<file path="config.mk">
export PLATFORM = sky130hd
export DESIGN_NAME = sti_receiver
export DESIGN_NICKNAME = d
export VERILOG_FILES = /design/src/rtl/sti_pkg.sv /design/src/rtl/sti_frame_unpack.sv /design/src/rtl/sti_receiver.sv
export SDC_FILE = /design/constraint.sdc
export NUM_CORES = 1
export LEC_CHECK = 0
export CAP_MARGIN = 10
export CORE_UTILIZATION = 35
export DETAILED_ROUTE_END_ITERATION = 10
export MAX_ROUTING_LAYER = met4
export PLACE_DENSITY = 0.52
export SYNTH_ARGS = -nofsm -noshare
export SYNTH_HDL_FRONTEND = slang
export SYNTH_SLANG_ARGS = --single-unit
</file>
<file path="constraint.sdc">
create_clock -name clk -period 3.47 [get_ports clk]
set_input_delay 0.694 -clock clk [delete_from_list [all_inputs] [get_ports clk]]
set_output_delay 0.694 -clock clk [all_outputs]
set_load 0.03 [all_outputs]
</file>
<file path="src/rtl/sti_pkg.sv">
// rtl/sti_pkg.sv - shared types, state encoding and length decode for the STI receiver
package sti_pkg;

    typedef enum logic [1:0] {
        LEN_8  = 2'b00,
        LEN_16 = 2'b01,
        LEN_24 = 2'b10,
        LEN_32 = 2'b11
    } len_e;

    typedef enum logic [1:0] {
        ST_IDLE = 2'b00,
        ST_RECV = 2'b01,
        ST_FIN  = 2'b10
    } state_e;

    typedef struct packed {
        len_e length;
        logic msb;
        logic fill;
        logic low;
    } cfg_t;

    function automatic logic [5:0] len_bits(input len_e code);
        logic [5:0] n;
        case (code)
            LEN_8:   n = 6'd8;
            LEN_16:  n = 6'd16;
            LEN_24:  n = 6'd24;
            default: n = 6'd32;
        endcase
        return n;
    endfunction

endpackage

</file>
<file path="src/rtl/sti_frame_unpack.sv">
// rtl/sti_frame_unpack.sv - selects the 16-bit parallel word out of a right-aligned raw frame
module sti_frame_unpack
    import sti_pkg::*;
(
    input  logic [31:0] frame_i,
    input  len_e        length_i,
    input  logic        fill_i,
    input  logic        low_i,
    output logic [15:0] data_o
);

    always_comb begin
        data_o = frame_i[15:0];
        case (length_i)
            LEN_8:   data_o = low_i ? {frame_i[7:0], 8'h00} : {8'h00, frame_i[7:0]};
            LEN_16:  data_o = frame_i[15:0];
            LEN_24:  data_o = fill_i ? frame_i[23:8] : frame_i[15:0];
            LEN_32:  data_o = fill_i ? frame_i[31:16] : frame_i[15:0];
            default: data_o = frame_i[15:0];
        endcase
    end

endmodule

</file>
<file path="src/rtl/sti_receiver.sv">
// rtl/sti_receiver.sv - serial-to-parallel frame receiver with configurable length and bit order
module sti_receiver
    import sti_pkg::*;
(
    input  logic        clk,
    input  logic        reset,
    input  logic        si_data,
    input  logic        si_valid,
    input  logic        si_end,
    input  logic        cfg_load,
    input  logic [1:0]  cfg_length,
    input  logic        cfg_msb,
    input  logic        cfg_fill,
    input  logic        cfg_low,
    output logic [15:0] po_data,
    output logic [31:0] po_frame,
    output logic        po_valid,
    output logic        rx_error,
    output logic        rx_busy,
    output logic        rx_done,
    output logic [7:0]  frame_cnt
);

    state_e      state_q;
    cfg_t        cfg_q;
    cfg_t        cfg_in;
    cfg_t        cfg_eff;
    logic [5:0]  bit_cnt_q;
    logic [31:0] shreg_q;
    logic [31:0] shift_d;
    logic        end_pending_q;
    logic        end_now;
    logic        last_bit;
    logic [15:0] unpack_data;
    logic [15:0] po_data_q;
    logic [31:0] po_frame_q;
    logic        po_valid_q;
    logic        rx_error_q;
    logic [7:0]  frame_cnt_q;

    assign cfg_in = '{length: len_e'(cfg_length), msb: cfg_msb, fill: cfg_fill, low: cfg_low};

    always_comb begin
        // A frame may start on the very edge that loads a new config.
        cfg_eff = ((state_q == ST_IDLE) && cfg_load) ? cfg_in : cfg_q;
        shift_d = shreg_q;
        if (cfg_eff.msb) begin
            shift_d = {shreg_q[30:0], si_data};
        end else begin
            shift_d[bit_cnt_q[4:0]] = si_data;
        end
        last_bit = ((bit_cnt_q + 6'd1) == len_bits(cfg_q.length));
        end_now  = end_pending_q | si_end;
    end

    sti_frame_unpack u_unpack (
        .frame_i  (shift_d),
        .length_i (cfg_q.length),
        .fill_i   (cfg_q.fill),
        .low_i    (cfg_q.low),
        .data_o   (unpack_data)
    );

    always_ff @(posedge clk or posedge reset) begin
        if (reset) begin
            state_q       <= ST_IDLE;
            cfg_q         <= '{length: LEN_8, msb: 1'b0, fill: 1'b0, low: 1'b0};
            bit_cnt_q     <= 6'd0;
            shreg_q       <= 32'd0;
            end_pending_q <= 1'b0;
            po_data_q     <= 16'd0;
            po_frame_q    <= 32'd0;
            po_valid_q    <= 1'b0;
            rx_error_q    <= 1'b0;
            frame_cnt_q   <= 8'd0;
        end else begin
            po_valid_q <= 1'b0;
            rx_error_q <= 1'b0;
            case (state_q)
                ST_IDLE: begin
                    if (cfg_load) begin
                        cfg_q <= cfg_in;
                    end
                    if (si_valid) begin
                        shreg_q   <= shift_d;
                        bit_cnt_q <= 6'd1;
                        state_q   <= ST_RECV;
                    end else if (si_end) begin
                        state_q <= ST_FIN;
                    end
                end
                ST_RECV: begin
                    if (si_end) begin
                        end_pending_q <= 1'b1;
                    end
                    if (si_valid && !last_bit) begin
                        shreg_q   <= shift_d;
                        bit_cnt_q <= bit_cnt_q + 6'd1;
                    end else begin
                        // Frame ends here, either complete or aborted.
                        if (si_valid) begin
                            po_valid_q  <= 1'b1;
                            po_frame_q  <= shift_d;
                            po_data_q   <= unpack_data;
                            frame_cnt_q <= frame_cnt_q + 8'd1;
                        end else begin
                            rx_error_q <= 1'b1;
                        end
                        shreg_q       <= 32'd0;
                        bit_cnt_q     <= 6'd0;
                        end_pending_q <= 1'b0;
                        state_q       <= end_now ? ST_FIN : ST_IDLE;
                    end
                end
                ST_FIN: begin
                    state_q <= ST_FIN;
                end
                default: begin
                    state_q <= ST_IDLE;
                end
            endcase
        end
    end

    assign po_data   = po_data_q;
    assign po_frame  = po_frame_q;
    assign po_valid  = po_valid_q;
    assign rx_error  = rx_error_q;
    assign frame_cnt = frame_cnt_q;
    assign rx_busy   = (state_q == ST_RECV);
    assign rx_done   = (state_q == ST_FIN);

endmodule

</file>
==> results of run 1 <==
-- synthesized netlist by cell type, drive strengths merged (3+ instances only) --
library cell,instances,share of area [%]
dfrtp,104,44
a22o,32,4.7
mux2i,11,1.9
and2,3,0.32
a222oi,3,0.51
nor4b,4,0.59
nand3,9,0.85
clkbuf,20,1.3
a2bb2oi,3,0.44
inv,15,0.95
o21ai,11,0.93
buf,23,2.7
o21a,3,0.38
o22a,3,0.44
mux2,92,18
nor2,24,1.5
nand4,6,0.64
a31oi,9,0.95
nor2b,5,0.53
a211o,3,0.44
a22oi,10,1.3
nor4bb,12,2.0
xor2,3,0.44
ha,13,2.8
nand2,43,2.7
xnor2,7,1.0
a21oi,9,0.95
nand4b,12,1.8
-- layout make-up --
| cell class | count | area [µm²] | area share, % |
|---|---|---|---|
| well taps | 220 | 275.3 | 3.829 |
| repair buffers | 92 | 915.9 | 12.74 |
| flip-flops and latches | 104 | 2603 | 36.20 |
| multi-input cells | 364 | 3030 | 42.15 |
| clock inverters | 6 | 67.56 | 0.9398 |
| clock buffers | 10 | 239.0 | 3.324 |
| inverters | 15 | 58.81 | 0.8180 |
-- layer usage --
| metal | vias up | GRT usage [%] | routed length (µm) |
|---|---|---|---|
| li1 | 2066 | - | - |
| met1 | 2295 | 30.69 | 8337 |
| met2 | 124 | 32.48 | 8310 |
| met3 | 17 | 2.499 | 619 |
| met4 | 0 | 7.623 | 361 |
| met5 | - | - | 0 |
-- stage by stage --
step | instances | area, µm²
CTS | 811 | 7189
global placement | 795 | 6883
floorplan | 526 | 5909
finish | 811 | 7189
global route | 811 | 7189
detailed placement | 795 | 6883
-- worst max-delay path, stage by stage --
cell and delay [ns]:
clkdlybuf4s50_1 0.46, or3b_1 0.41, a21oi_4 0.19, buf_12 0.25, mux2_2 0.41, mux2_2 0.27
a222oi_1 0.27, o21bai_1 0.10
-- worst paths after layout --
kind,end,slack (ns),cells after the start
worst max-delay path,po_data[9],0.64,8
worst min-delay path,frame_cnt[7],0.48,1
worst max register to register,po_data[6],0.74,8
worst min register to register,frame_cnt[7],0.48,1
max in group asynchronous,shreg_q[4],2.17,3
min in group asynchronous,po_data[0],0.62,2
-- power by group through the flow --
stage	Sequential, mW	Clock, mW	Combinational, mW
finish	1.46	1.07	1.70
global route	1.48	1.14	1.82
CTS	1.46	1.09	1.69
detailed placement	1.48	0	1.68
global placement	1.48	0	1.67
floorplan	1.44	0	1.17
-- cell families after synthesis --
family / synth area share (%)
muxes: 19.78
AOI/OAI and AO/OA: 14.14
buffers and inverters: 4.954
DFF: 44.04
xor gates and xnor gates: 1.863
and+or+nand+nor: 12.47
adders and majority gates: 2.753
-- flip-flops by register name, indices dropped and copies added (netlist names) --
| signal | cells |
|---|---|
| end_pending_q | 1 |
| shreg_q | 32 |
| state_q | 2 |
| bit_cnt_q | 6 |
| po_frame | 32 |
| cfg_q | 5 |
| po_data | 16 |
| po_valid | 1 |
| frame_cnt | 8 |
| rx_error | 1 |
==> out/results.ini, run 1 <==
[hold_path]
hold_start=frame_cnt[7]
holdCritPathClass=reg -> reg

[synthesis]
synthCells=526
ys_ff_latch=104
synth_enable_flop_cells=0
ys_types=64
syn_area_um2=5909
ys.flop_type=dfrtp_1
synth-seq-area-share_pct=44.04
yosysWarnings=0
synth_nets=550
async_flop_share_pct=100.0
synth_area_per_cell_um2=11.23

[floorplan]
core_um2=16520
fp.dieW_um=131.9
rows=47
die-area_um2=17410
initial_core_util_pct=35.76
ios=71
dieHeight_um=131.9

[global_route]
grt_overflow=0
grt_first_pass_wirelength_um=28060
grt_pass1_vias=4481
grt_max_degree=58
antenna_found_initial=0
track_usage_pct=21.83

[cells_and_area]
layout_commonest_cell=dfrtp_1
nets=610
drive_gt1_share_pct=24.53
n_fill_cell=1557
area_growth_pct=21.66
antenna_cells=0
finish.utilization_pct=43.51
layout_common_cells=dfrtp_1 (104), mux2_2 (87), clkdlybuf4s50_1 (70), nand2_1 (43), a22o_1 (32)

[critical_path]
required_ns=3.71
end_kind=register
crit_start=cfg_load
startpoint_type=input pin
arrival_ns=3.07
path_class=in -> reg
reg2reg_from=bit_cnt_q[0]
critPathMaxFanout=36

[timing]
setup_violations=0
whs_ns=0.4782
finalCriticalPeriod_ns=2.830
tightest_slew_ns=0.5162
final_critical_path_setup_slack_ns=0.6398
fin_skew_ns=0.005442
rsz0062_at_grt=false
fin_setup_tns_ns=0
slew_headroom_pct=65.59
hold_viol=0
clock.fmax_mhz=353.3
finalCritPeriodShare_pct=81.56
drv_slew=0

[place]
dp_hpwl_um=11960
post-place-ws_ns=0.2962
port_buffers=70
gp_congestion=0.8342

[detailed_routing]
drt.antenna.violating_nets=0
viasPerCell=5.551
drcViolationCount=0
routed_wirelength_um=17630
dr.pass1.iters=5
drt_iter0_markers=330
vias=4502
detail_route.wl_per_cell_um=21.74

[clock_tree]
cts_hold_buf=0
post_cts_resized=0
numCtsBuffers=9
post-cts-setup-buffer-count=0
clk_pin_slew_worst_paths_ns=0.07
cts_sinks=104
clock_path_buffers=2
htree_levels=3
cts_root_buffer=clkbuf_16
cts_tree=built
clock_latency_ns=0.36

[power]
p_per_area_nw_per_um2=588.5
pwr-share-clk_pct=25.4
swShare_pct=39.97
p_switching_mw=1.691
power_frac_comb_pct=40.1
p_int_mw=2.540
max-vdd-ir-drop_mv=0.2506
leakagePower_nw=3.097
total_power_mw=4.231
pwr-share-seq_pct=34.6

[job]
drv_cap=0

[run_status]
status=completed

Power figures use the tool's default switching activity.
==> run 2: changes to the inputs <==
--- a/config.mk
+++ b/config.mk
@@ -9,7 +9,7 @@
 export CORE_UTILIZATION = 35
 export DETAILED_ROUTE_END_ITERATION = 10
 export MAX_ROUTING_LAYER = met4
-export PLACE_DENSITY = 0.52
+export PLACE_DENSITY = 0.5
 export SYNTH_ARGS = -nofsm -noshare
 export SYNTH_HDL_FRONTEND = slang
 export SYNTH_SLANG_ARGS = --single-unit
==> constraint.sdc (replaced) <==
create_clock -name clk -period 2.9 [get_ports clk]
set_input_delay 0.58 -clock clk [delete_from_list [all_inputs] [get_ports clk]]
set_output_delay 0.58 -clock clk [all_outputs]
set_load 0.03 [all_outputs]
==> run 2 against run 1 <==
Against the previous run: critical path type unchanged; cell area rose by 3.5%; sequential power rose by 21%; via count rose by 2.0%; non-clock buffer count rose by 24; largest power group unchanged; clock skew rose by 0.0025 ns; core utilization rose by 1.5 points; combinational power rose by 25%; power rose by 22%; sequential cell count did not move; routed wire length barely moved.
==> out/results.ini, run 2 (synthesized netlist as in run 1, its figures left out) <==
[floorplan]
ios=71  ; unchanged
die-area_um2=17410  ; unchanged
dieHeight_um=131.9  ; unchanged
rows=47  ; unchanged
core_um2=16520  ; unchanged
fp.dieW_um=131.9  ; unchanged
initial_core_util_pct=35.76  ; unchanged

[detailed_routing]
routed_wirelength_um=17620  ; about the same
viasPerCell=5.502  ; -0.89%
dr.pass1.iters=7  ; +2
drt_iter0_markers=455  ; +38%
drt.antenna.violating_nets=0  ; unchanged
drcViolationCount=0  ; unchanged
dr_wl_met3_um=793  ; +28%
highest_layer=met4
vias=4594  ; +2.0%
met1_length_um=8257  ; -0.96%
detail_route.wl_per_cell_um=21.10  ; -2.9%
met2_length_um=8120  ; -2.3%

[clock_tree]
cts_sinks=104  ; unchanged
clock_path_buffers=2  ; unchanged
cts_hold_buf=0  ; unchanged
cts_tree=built
htree_levels=3  ; unchanged
numCtsBuffers=9  ; unchanged
cts_root_buffer=clkbuf_16
clk_pin_slew_worst_paths_ns=0.07  ; about the same
clock_latency_ns=0.36  ; about the same
post-cts-setup-buffer-count=0  ; unchanged

[place]
gp_congestion=0.9121  ; +9.3%
place_area_um2=7127  ; +3.5%
dp_hpwl_um=12210  ; +2.1%
port_buffers=70  ; unchanged

[timing]
setup_violations=0  ; unchanged
fin_skew_ns=0.007970  ; +0.002528 ns
finalCriticalPeriod_ns=2.699
finalCritPeriodShare_pct=93.07
slew_headroom_pct=59.95  ; -5.6 points
tightest_slew_ns=0.5995  ; +0.08329 ns
drv_slew=0  ; unchanged
clock.fmax_mhz=370.5
hold_viol=0  ; unchanged
rsz0062_at_grt=false

[critical_path]
path_class=in -> reg
critical_path.top_delay_family=compound AO/OA/AOI/OAI gates
critPathMaxFanout=29  ; -19%
critPathMaxStageDelay_ns=0.47  ; about the same
path_buf_inv=2  ; unchanged
rr_worst_depth=8  ; unchanged
required_ns=3.20  ; -0.51 ns
cp.depth=8  ; unchanged
end_kind=register
cp_slowest_cell=clkdlybuf4s50_1
path_cells=clkdlybuf4s50_1, or3b_1, a21oi_4, buf_12, mux2i_2, a22oi_1, o311ai_1, o21a_1
arrival_ns=3.00  ; -0.07 ns
startpoint_type=input pin

[global_route]
track_usage_pct=21.65  ; -0.19 points
grt_max_degree=105  ; +81%
antenna_found_initial=0  ; unchanged
grt_first_pass_wirelength_um=27880  ; -0.66%
grt_pass1_vias=4617  ; +3.0%
grt_overflow=0  ; unchanged

[cells_and_area]
fin_area_um2=7443  ; +3.5%
nets=634  ; +3.9%
drive_gt1_share_pct=27.80  ; +3.3 points
area_growth_pct=25.96
layout_common_cells=dfrtp_1 (104), mux2_2 (87), clkdlybuf4s50_1 (70), nand2_1 (43), buf_4 (37)
antenna_cells=0  ; unchanged
finish.utilization_pct=45.04  ; +1.5 points
layout_commonest_cell=dfrtp_1

[power]
leakagePower_nw=3.240  ; +4.6%
max-vdd-ir-drop_mv=0.3331  ; +33%
p_per_area_nw_per_um2=695.4  ; +18%

[hold_path]
holdCritPathClass=reg -> reg
hold_path_depth=1  ; unchanged

[run_status]
status=completed

[job]
drv_cap=0  ; unchanged

## run 2: worst paths after layout
| check | slack [ns] | to | start |
|---|---|---|---|
| min | 0.48 | frame_cnt[7] | frame_cnt[7] |
| max | 0.20 | po_data[0] | cfg_load |
| max in group asynchronous | 1.74 | bit_cnt_q[0] | reset |
| min reg2reg | 0.48 | frame_cnt[7] | frame_cnt[7] |
| max reg2reg | 0.22 | po_data[0] | bit_cnt_q[0] |
| min in group asynchronous | 0.72 | frame_cnt[0] | reset |
## run 2: final cells by class
class | count | area, µm²
fillers | 1516 | 9081
multi-input cells | 364 | 3040
flip-flops and latches | 104 | 2603
repair buffers | 116 | 1159
well taps | 220 | 275.3
clock buffers | 10 | 239.0
clock inverters | 6 | 67.56
inverters | 15 | 60.06
## run 2: power by group
part           total [mW]  switching [mW]  internal (mW)  leakage [nW]
Sequential           1.76           0.181           1.58          1.42
Combinational        2.13            1.27          0.854          1.67
Clock                1.29           0.593          0.699         0.150
Total                5.18            2.05           3.13          3.24
## run 2: repair_timing
action	in CTS	in global routing
hold endpoints to repair	0	0
gates resized for setup	0	2
endpoints found under the setup margin	0	1
## run 2: metrics by stage
step | setup WS [ns] | power, mW | std cells | TNS, ns | hold WS [ns]
floorplan | 0.3237 | 3.128 | 526 | 0 | 0.4674
global placement | -0.1297 | 3.859 | 819 | -0.4077 | 0.4610
detailed placement | -0.1772 | 3.873 | 819 | -0.8509 | 0.4697
CTS | 0.05569 | 5.168 | 835 | 0 | 0.4795
global route | 0.05405 | 5.410 | 835 | 0 | 0.5307
finish | 0.2009 | 5.176 | 835 | 0 | 0.4765
## run 2: worst register-to-register path: stages, from the launching register on
cell	delay [ns]
dfrtp_1	0.45
inv_1	0.19
ha_1	0.30
nor4bb_2	0.44
mux2i_1	0.18
mux2i_2	0.31
a22oi_1	0.12
o311ai_1	0.44
o21a_1	0.18
## run 2: routing by layer
layer / up-vias / track usage (%)
met5: - / -
met4: 0 / 8.140
met3: 25 / 2.922
met2: 129 / 32.10
met1: 2320 / 30.03
li1: 2120 / -
